==> src/rtl/shift_rotleft_if.sv <==
// Valid/retry handshake bundle for the pipelined rotate-left unit.
// The producer and consumer sides share one interface; the DUT takes the slave view.
interface shift_rotleft_if #(
  parameter int Bits = 64
);
  localparam int Log = $clog2(Bits);

  logic            inp_valid;
  logic            inp_retry;
  logic [Bits-1:0] inp_a;
  logic [Log-1:0]  inp_sh;
  logic            out_valid;
  logic            out_retry;
  logic [Bits-1:0] out_b;

  modport master (
    output inp_valid, inp_a, inp_sh, out_retry,
    input  inp_retry, out_valid, out_b
  );

  modport slave (
    input  inp_valid, inp_a, inp_sh, out_retry,
    output inp_retry, out_valid, out_b
  );
endinterface

==> src/rtl/shift_rotleft_pipe.sv <==
// Pipelined rotate-left: stage k rotates by 2^k when its shift bit is set.
// Bubble-collapsing valid/retry flow control, one result per cycle when unstalled.
module shift_rotleft_pipe #(
  parameter int Bits = 64
) (
  input  logic           clk,
  input  logic           reset,
  shift_rotleft_if.slave bus
);
  localparam int Log = $clog2(Bits);
  // The last stage has no shift bits left to carry.
  localparam int ShN = (Log > 1) ? Log - 1 : 1;

  logic [Log-1:0]  v_q;
  logic [Bits-1:0] d_q   [Log];
  logic [Log-1:0]  sh_q  [ShN];

  logic [Log-1:0]  v_in;
  logic [Bits-1:0] d_in  [Log];
  logic [Log-1:0]  sh_in [Log];
  logic [Bits-1:0] d_rot [Log];
  logic [Log-1:0]  stall;

  function automatic logic [Bits-1:0] rotl_pow2(input logic [Bits-1:0] d, input int k);
    return (d << (1 << k)) | (d >> (Bits - (1 << k)));
  endfunction

  // Stage k stalls only when it and every stage above it is valid and the
  // consumer is retrying; forcing the lower bits to 1 keeps this loop-free.
  always_comb begin
    // NOTE: every always_comb output gets a default first so no latch is inferred.
    stall = '0;
    for (int k = 0; k < Log; k++) begin
      stall[k] = bus.out_retry & (&(v_q | Log'((1 << k) - 1)));
    end
  end

  always_comb begin
    v_in  = '0;
    d_in  = '{default: '0};
    sh_in = '{default: '0};
    d_rot = '{default: '0};

    v_in[0]  = bus.inp_valid;
    d_in[0]  = bus.inp_a;
    sh_in[0] = bus.inp_sh;
    for (int k = 1; k < Log; k++) begin
      v_in[k]  = v_q[k-1];
      d_in[k]  = d_q[k-1];
      sh_in[k] = sh_q[k-1];
    end

    // Remaining shift bits are kept right-aligned, so bit 0 is always this stage's.
    for (int k = 0; k < Log; k++) begin
      d_rot[k] = sh_in[k][0] ? rotl_pow2(d_in[k], k) : d_in[k];
    end
  end

  always_ff @(posedge clk) begin
    if (reset) begin
      v_q <= '0;
      // NOTE: data registers are reset too so out_b is a clean 0 rather than X.
      for (int k = 0; k < Log; k++) d_q[k] <= '0;
      for (int k = 0; k < ShN; k++) sh_q[k] <= '0;
    end else begin
      // NOTE: non-blocking updates so every stage samples its predecessor's old value.
      for (int k = 0; k < Log; k++) begin
        if (!stall[k]) begin
          v_q[k] <= v_in[k];
          d_q[k] <= d_rot[k];
        end
      end
      for (int k = 0; k < Log - 1; k++) begin
        if (!stall[k]) sh_q[k] <= sh_in[k] >> 1;
      end
    end
  end

  assign bus.inp_retry = stall[0];
  assign bus.out_valid = v_q[Log-1];
  assign bus.out_b     = d_q[Log-1];

endmodule

==> src/flat_wrapper.sv <==
// flat-port wrapper written by rule: the top's interface ports become plain ports
module shift_rotleft_pipe_flat 
#(
  parameter int Bits = 64
)
  (clk, reset, bus_inp_valid, bus_inp_a, bus_inp_sh, bus_out_retry, bus_inp_retry, bus_out_valid, bus_out_b);
  shift_rotleft_if #(.Bits(Bits)) bus_i ();
  input  logic clk;
  input  logic reset;
  input wire logic [$bits(bus_i.inp_valid)-1:0] bus_inp_valid;
  input wire logic [$bits(bus_i.inp_a)-1:0] bus_inp_a;
  input wire logic [$bits(bus_i.inp_sh)-1:0] bus_inp_sh;
  input wire logic [$bits(bus_i.out_retry)-1:0] bus_out_retry;
  output wire logic [$bits(bus_i.inp_retry)-1:0] bus_inp_retry;
  output wire logic [$bits(bus_i.out_valid)-1:0] bus_out_valid;
  output wire logic [$bits(bus_i.out_b)-1:0] bus_out_b;
  assign bus_i.inp_valid = bus_inp_valid;
  assign bus_i.inp_a = bus_inp_a;
  assign bus_i.inp_sh = bus_inp_sh;
  assign bus_i.out_retry = bus_out_retry;
  assign bus_inp_retry = bus_i.inp_retry;
  assign bus_out_valid = bus_i.out_valid;
  assign bus_out_b = bus_i.out_b;
  shift_rotleft_pipe #(.Bits(Bits)) u_core (.clk(clk), .reset(reset), .bus(bus_i));
endmodule
==> config.mk <==
export PLATFORM = sky130hd
export DESIGN_NAME = shift_rotleft_pipe_flat
export DESIGN_NICKNAME = d
export VERILOG_FILES = /design/src/rtl/shift_rotleft_if.sv /design/src/rtl/shift_rotleft_pipe.sv /design/src/flat_wrapper.sv
export SDC_FILE = /design/constraint.sdc
export NUM_CORES = 1
export LEC_CHECK = 0
export ABC_AREA = 1
export BUFFER_PORTS_ARGS = -buffer_cell sky130_fd_sc_hd__buf_4
export CORE_AREA = 3 3 217 219
export DETAILED_ROUTE_END_ITERATION = 10
export DIE_AREA = 0 0 220 222
export PLACE_DENSITY = 0.58
export REMOVE_ABC_BUFFERS = 1
export SLEW_MARGIN = 15
export SYNTH_ARGS = -nofsm -noshare
export SYNTH_HDL_FRONTEND = slang
export SYNTH_SLANG_ARGS = --single-unit
==> constraint.sdc <==
create_clock -name clk -period 11.05 [get_ports clk]
set_clock_uncertainty 0.15 [all_clocks]
set_input_delay 0 -clock clk [delete_from_list [all_inputs] [get_ports clk]]
set_output_delay 0 -clock clk [all_outputs]
set_load 0.05 [all_outputs]
Word-level counts from Yosys, hierarchy flattened
Memories as Yosys holds them, arrays and structs flattened.
Index checks and enable logic that the tools add are counted.
Widths: inputs -> output; s select.
- output and inout port bits: 66
- bits of input ports: 74
- word-level logic and storage cells: 73
- memories kept: 2
- bits in registers: 6
- memory bits (writable): 409
- memory list (memory ; depth ; bits a word ; read ports ; clocked after memory_dff ; write ports ; RTL line ; text):
    u_core.d_q ; 6 ; 64 ; 6 ; 0 ; 6 ; shift_rotleft_pipe.sv:15 ; logic [Bits-1:0] d_q [Log];
    u_core.sh_q ; 5 ; 5 ; 5 ; 0 ; 5 ; shift_rotleft_pipe.sv:16 ; logic [Log-1:0] sh_q [ShN];
- muxes and demuxes: 37
- bitwise gates (word level): 23
- reduce and logical (&&, ||, !) cells: 5
- operators with widths (cell ; number):
    $mux 64 ; 12
    $or 64x1->64 ; 1
    $or 64x16->64 ; 1
    $or 64x2->64 ; 1
    $or 64x32->64 ; 1
    $or 64x4->64 ; 1
    $or 64x8->64 ; 1
    $mux 5 ; 5
    $mux 1 ; 20
    $or 1x1->1 ; 11
    $and 1x1->1 ; 6
    $reduce_and 6->1 ; 1
    $reduce_and 5->1 ; 1
    $reduce_and 4->1 ; 1
    $reduce_and 3->1 ; 1
    $reduce_and 2->1 ; 1

Depth between registers and ports, before layout
- depth in word-level cells: 6
- gate-level depth with buffers: 7
- depth with buffers taken out: 6

Least setup slack after synthesis
No wires, ideal clock.
- kind: reg-to-reg
- start: register u_core.v_q[5]
- end: memory u_core.d_q[0][0], enable pin
- path buffers: 0
- path slack: 7.096 ns
- data required time: 9.915 ns
- cell stages (with the launch flop): 4
- arrival: 2.819 ns
- library setup time: 0.985 ns
- clock period less this slack: 3.954 ns
- path through: dfxtp_1 nand2_1 nor2_4 nand4_1
- RTL lines (item ; RTL line ; text):
    start: declaration ; shift_rotleft_pipe.sv:14 ; logic [Log-1:0] v_q;
    start signal: indexed assignment ; shift_rotleft_pipe.sv:69 ; v_q[k] <= v_in[k];
    end: declaration ; shift_rotleft_pipe.sv:15 ;

==> qor.csv <==
stage,metric,value,unit
outcome,status,finished clean,
critical_path,worst-path fanout max,66,
power,Pwr Total,3.56,mW
yosys,Seq cells post-synth,405,
cts,CTS Buf Count,44,
grt,Top Usage Layer GRT,met2,
run,maxcap violations,0,
routing,Post-Route WL,34900,um
grt,total global routing overflow,0,
placed_design,Setup WS pre-CTS,8.07,ns
critical_path,CP startpoint kind,input pin,
routing,vias per cell,4.81,
floorplanning,Core Region,45300,um2
sta,Slew Limit Headroom,0.306,
sta,post-route setup TNS,0,ns
grt,GR Layer Usage met3,0.0241,
sta,fin crit share,0.241,
power,Lkg Pwr,8.46,nW
grt,GR Util All Layers,0.143,
yosys,Synth cell types,20,
finish,Area Growth Syn to Fin,20.9,%
finish,final instance area,21700,um2
floorplanning,die area,48800,um2
finish,share of cells above drive strength 1,0.127,
critical_path,crit end category,flip-flop,
grt,met2 GRT Util,0.230,
floorplanning,die width,220,um
finish,fin nets,1822,
power,clock power share,0.371,
routing,routed wire length per instance,14.7,um
sta,actual slew at the worst max-slew pin,1.04,ns
placed_design,gpl congestion,0.790,
critical_path,Setup Crit Path Kind,input pin to flip-flop,
yosys,post-synthesis cell count,1546,
sta,final hold vios,0,
routing,Iteration-0 DRC Markers,897,
grt,largest net degree at the start of global routing,80,
finish,"most common cell after layout, fill and taps aside",nand2_1,
routing,via count,11400,
finish,n_diodes,0,
floorplanning,I/O Pins,140,
sta,fmax,0.375,GHz
finish,"commonest non-fill, non-tap cells in the layout","nand2_1, edfxtp_1, nor2_1",
cts,clk slew on worst S/H paths,0.06,ns
power,switching pwr,0.843,mW
cts,cts repair resizes,0,
cts,root cell of the clock tree,clkbuf_16,
cts,cts hold-fix bufs,105,
placed_design,placed inst area,19400,um2
power,power per cell area,164,nW/um2
placed_design,dpl cells,2197,
cts,CTS sink cnt,405,
grt,number of global-route vias before repair,11100,
power,Internal Power,2.72,mW
sta,Setup WS post-layout,8.38,ns
yosys,"Cell Area, Synth",18000,um2
yosys,register area share after synthesis,0.673,
cts,clk_lat worst skew,0.54,ns
sta,RSZ-0062 raised after global routing,no,
grt,initial antenna violation count,0,
cts,number of buffers on the longest clock path,3,
routing,Detailed Routing Iterations Pass 1,7,
floorplanning,die height,222,um
sta,Final Setup Violations,0,
grt,first-pass GRT wire length,57100,um
power,sw frac,0.237,
yosys,Syn Area/Cell,11.6,um2
finish,Finished Layout Cells,2376,
cts,Post-CTS Setup Repair Bufs,0,
yosys,top post-synthesis cells by area,"edfxtp_1, mux2i_1, nand2_1",
critical_path,CP arrival,2.68,ns
floorplanning,num rows,78,
sta,min cycle time layout,2.67,ns
cts,H-Tree Depth,2,
floorplanning,Initial Util,0.397,
cts,TritonCTS clock tree,yes,
sta,Max Slew Vio Count,0,
hold_path,Worst Hold Class,input pin to flip-flop,
routing,DRC Markers,0,
critical_path,required time worst endpoint,11.06,ns
placed_design,Post-DP HPWL,23100,um
yosys,"area leader, netlist",edfxtp_1,
yosys,Synth Warn #,0,
placed_design,PortBufs,139,
routing,DRT antenna net count,0,
power,power share of the combinational group,0.105,
yosys,post-synth top area share,0.666,
grt,met1 Track Usage GR,0.201,
power,part of the power in registers,0.523,
power,peak supply drop,90.7,uV
==> registers in the layout, summed over array words and instances, names as in the netlist <==
name         flops
u_core.v_q       6
u_core.d_q     384
u_core.sh_q     15
==> metal layers <==
metal / up-vias / part of all wire
met5: - / 0
met4: 0 / 0.020
met1: 5400 / 0.47
li1: 5764 / -
met3: 53 / 0.042
met2: 219 / 0.47
==> worst max-delay path, stage by stage <==
cell           delay (ns)
dlygate4sd3_1        0.55
buf_4                0.15
inv_1                0.61
nand2_4              0.53
nand2_2              0.16
buf_4                0.60
==> power by group through the flow <==
stage / registers (mW) / clock network (mW) / logic, mW
after floorplan: 1.96 / 0 / 0.150
after CTS: 1.86 / 1.36 / 0.375
after global placement: 1.89 / 0 / 0.337
after detailed placement: 1.90 / 0 / 0.341
after global routing: 1.87 / 1.42 / 0.411
final: 1.86 / 1.32 / 0.374
==> path summary, 6_finish.rpt <==
check | startpoint | endpoint | slack (ns) | cells past startpoint
max reg2reg | u_core.v_q[5]$_SDFFE_PP0N_ | u_core.d_q[0][186]$_SDFFCE_PN0P_ | 8.55 | 7
min reg2reg | u_core.v_q[3]$_SDFFE_PP0N_ | u_core.v_q[4]$_SDFFE_PP0N_ | 0.34 | 2
min | bus_inp_valid | u_core.v_q[0]$_SDFFE_PP0N_ | 0.06 | 4
max | reset | u_core.d_q[0][274]$_SDFFCE_PN0P_ | 8.38 | 6
==> logic make-up (layout without fill, tap and decap cells) <==
group	Yosys count	after routing	share of synthesized area
AO/OA/AOI/OAI	195	195	0.0545
buffers and inverters	126	356	0.0339
flip-flops	405	405	0.673
multiplexers	192	192	0.107
AND/OR/NAND/NOR	628	628	0.132
==> synth_stat cells <==
cell and n:
a21oi_1 192, nand3_1 2, nand4_1 2, clkbuf_1 33, o21ai_2 1, nor2_4 1
nor2_1 209, nand2_2 2, buf_1 6, mux2i_1 192, buf_6 7, o22ai_1 1
o21ai_0 1, inv_2 3, dfxtp_1 6, buf_2 52, buf_4 5, nand2_1 412
edfxtp_1 399, inv_1 20
==> layout make-up <==
type | instances | area, um2
Clock inverter | 18 | 111
Sequential cell | 405 | 12100
Inverter | 23 | 86.3
Multi-Input combinational cell | 1015 | 5320
Tap cell | 600 | 751
Timing Repair Buffer | 259 | 2210
Clock buffer | 56 | 1170
Fill cell | 4044 | 23500
==> per-stage QoR <==
stage / utilization / hold slack, ns
floorplan: - / -0.0458
global placement: 0.429 / 0.0668
detailed placement: 0.429 / 0.0748
CTS: 0.480 / 0.0483
global route: 0.480 / 0.0656
finish: 0.480 / 0.0612
(Power assumes the default switching activity.)
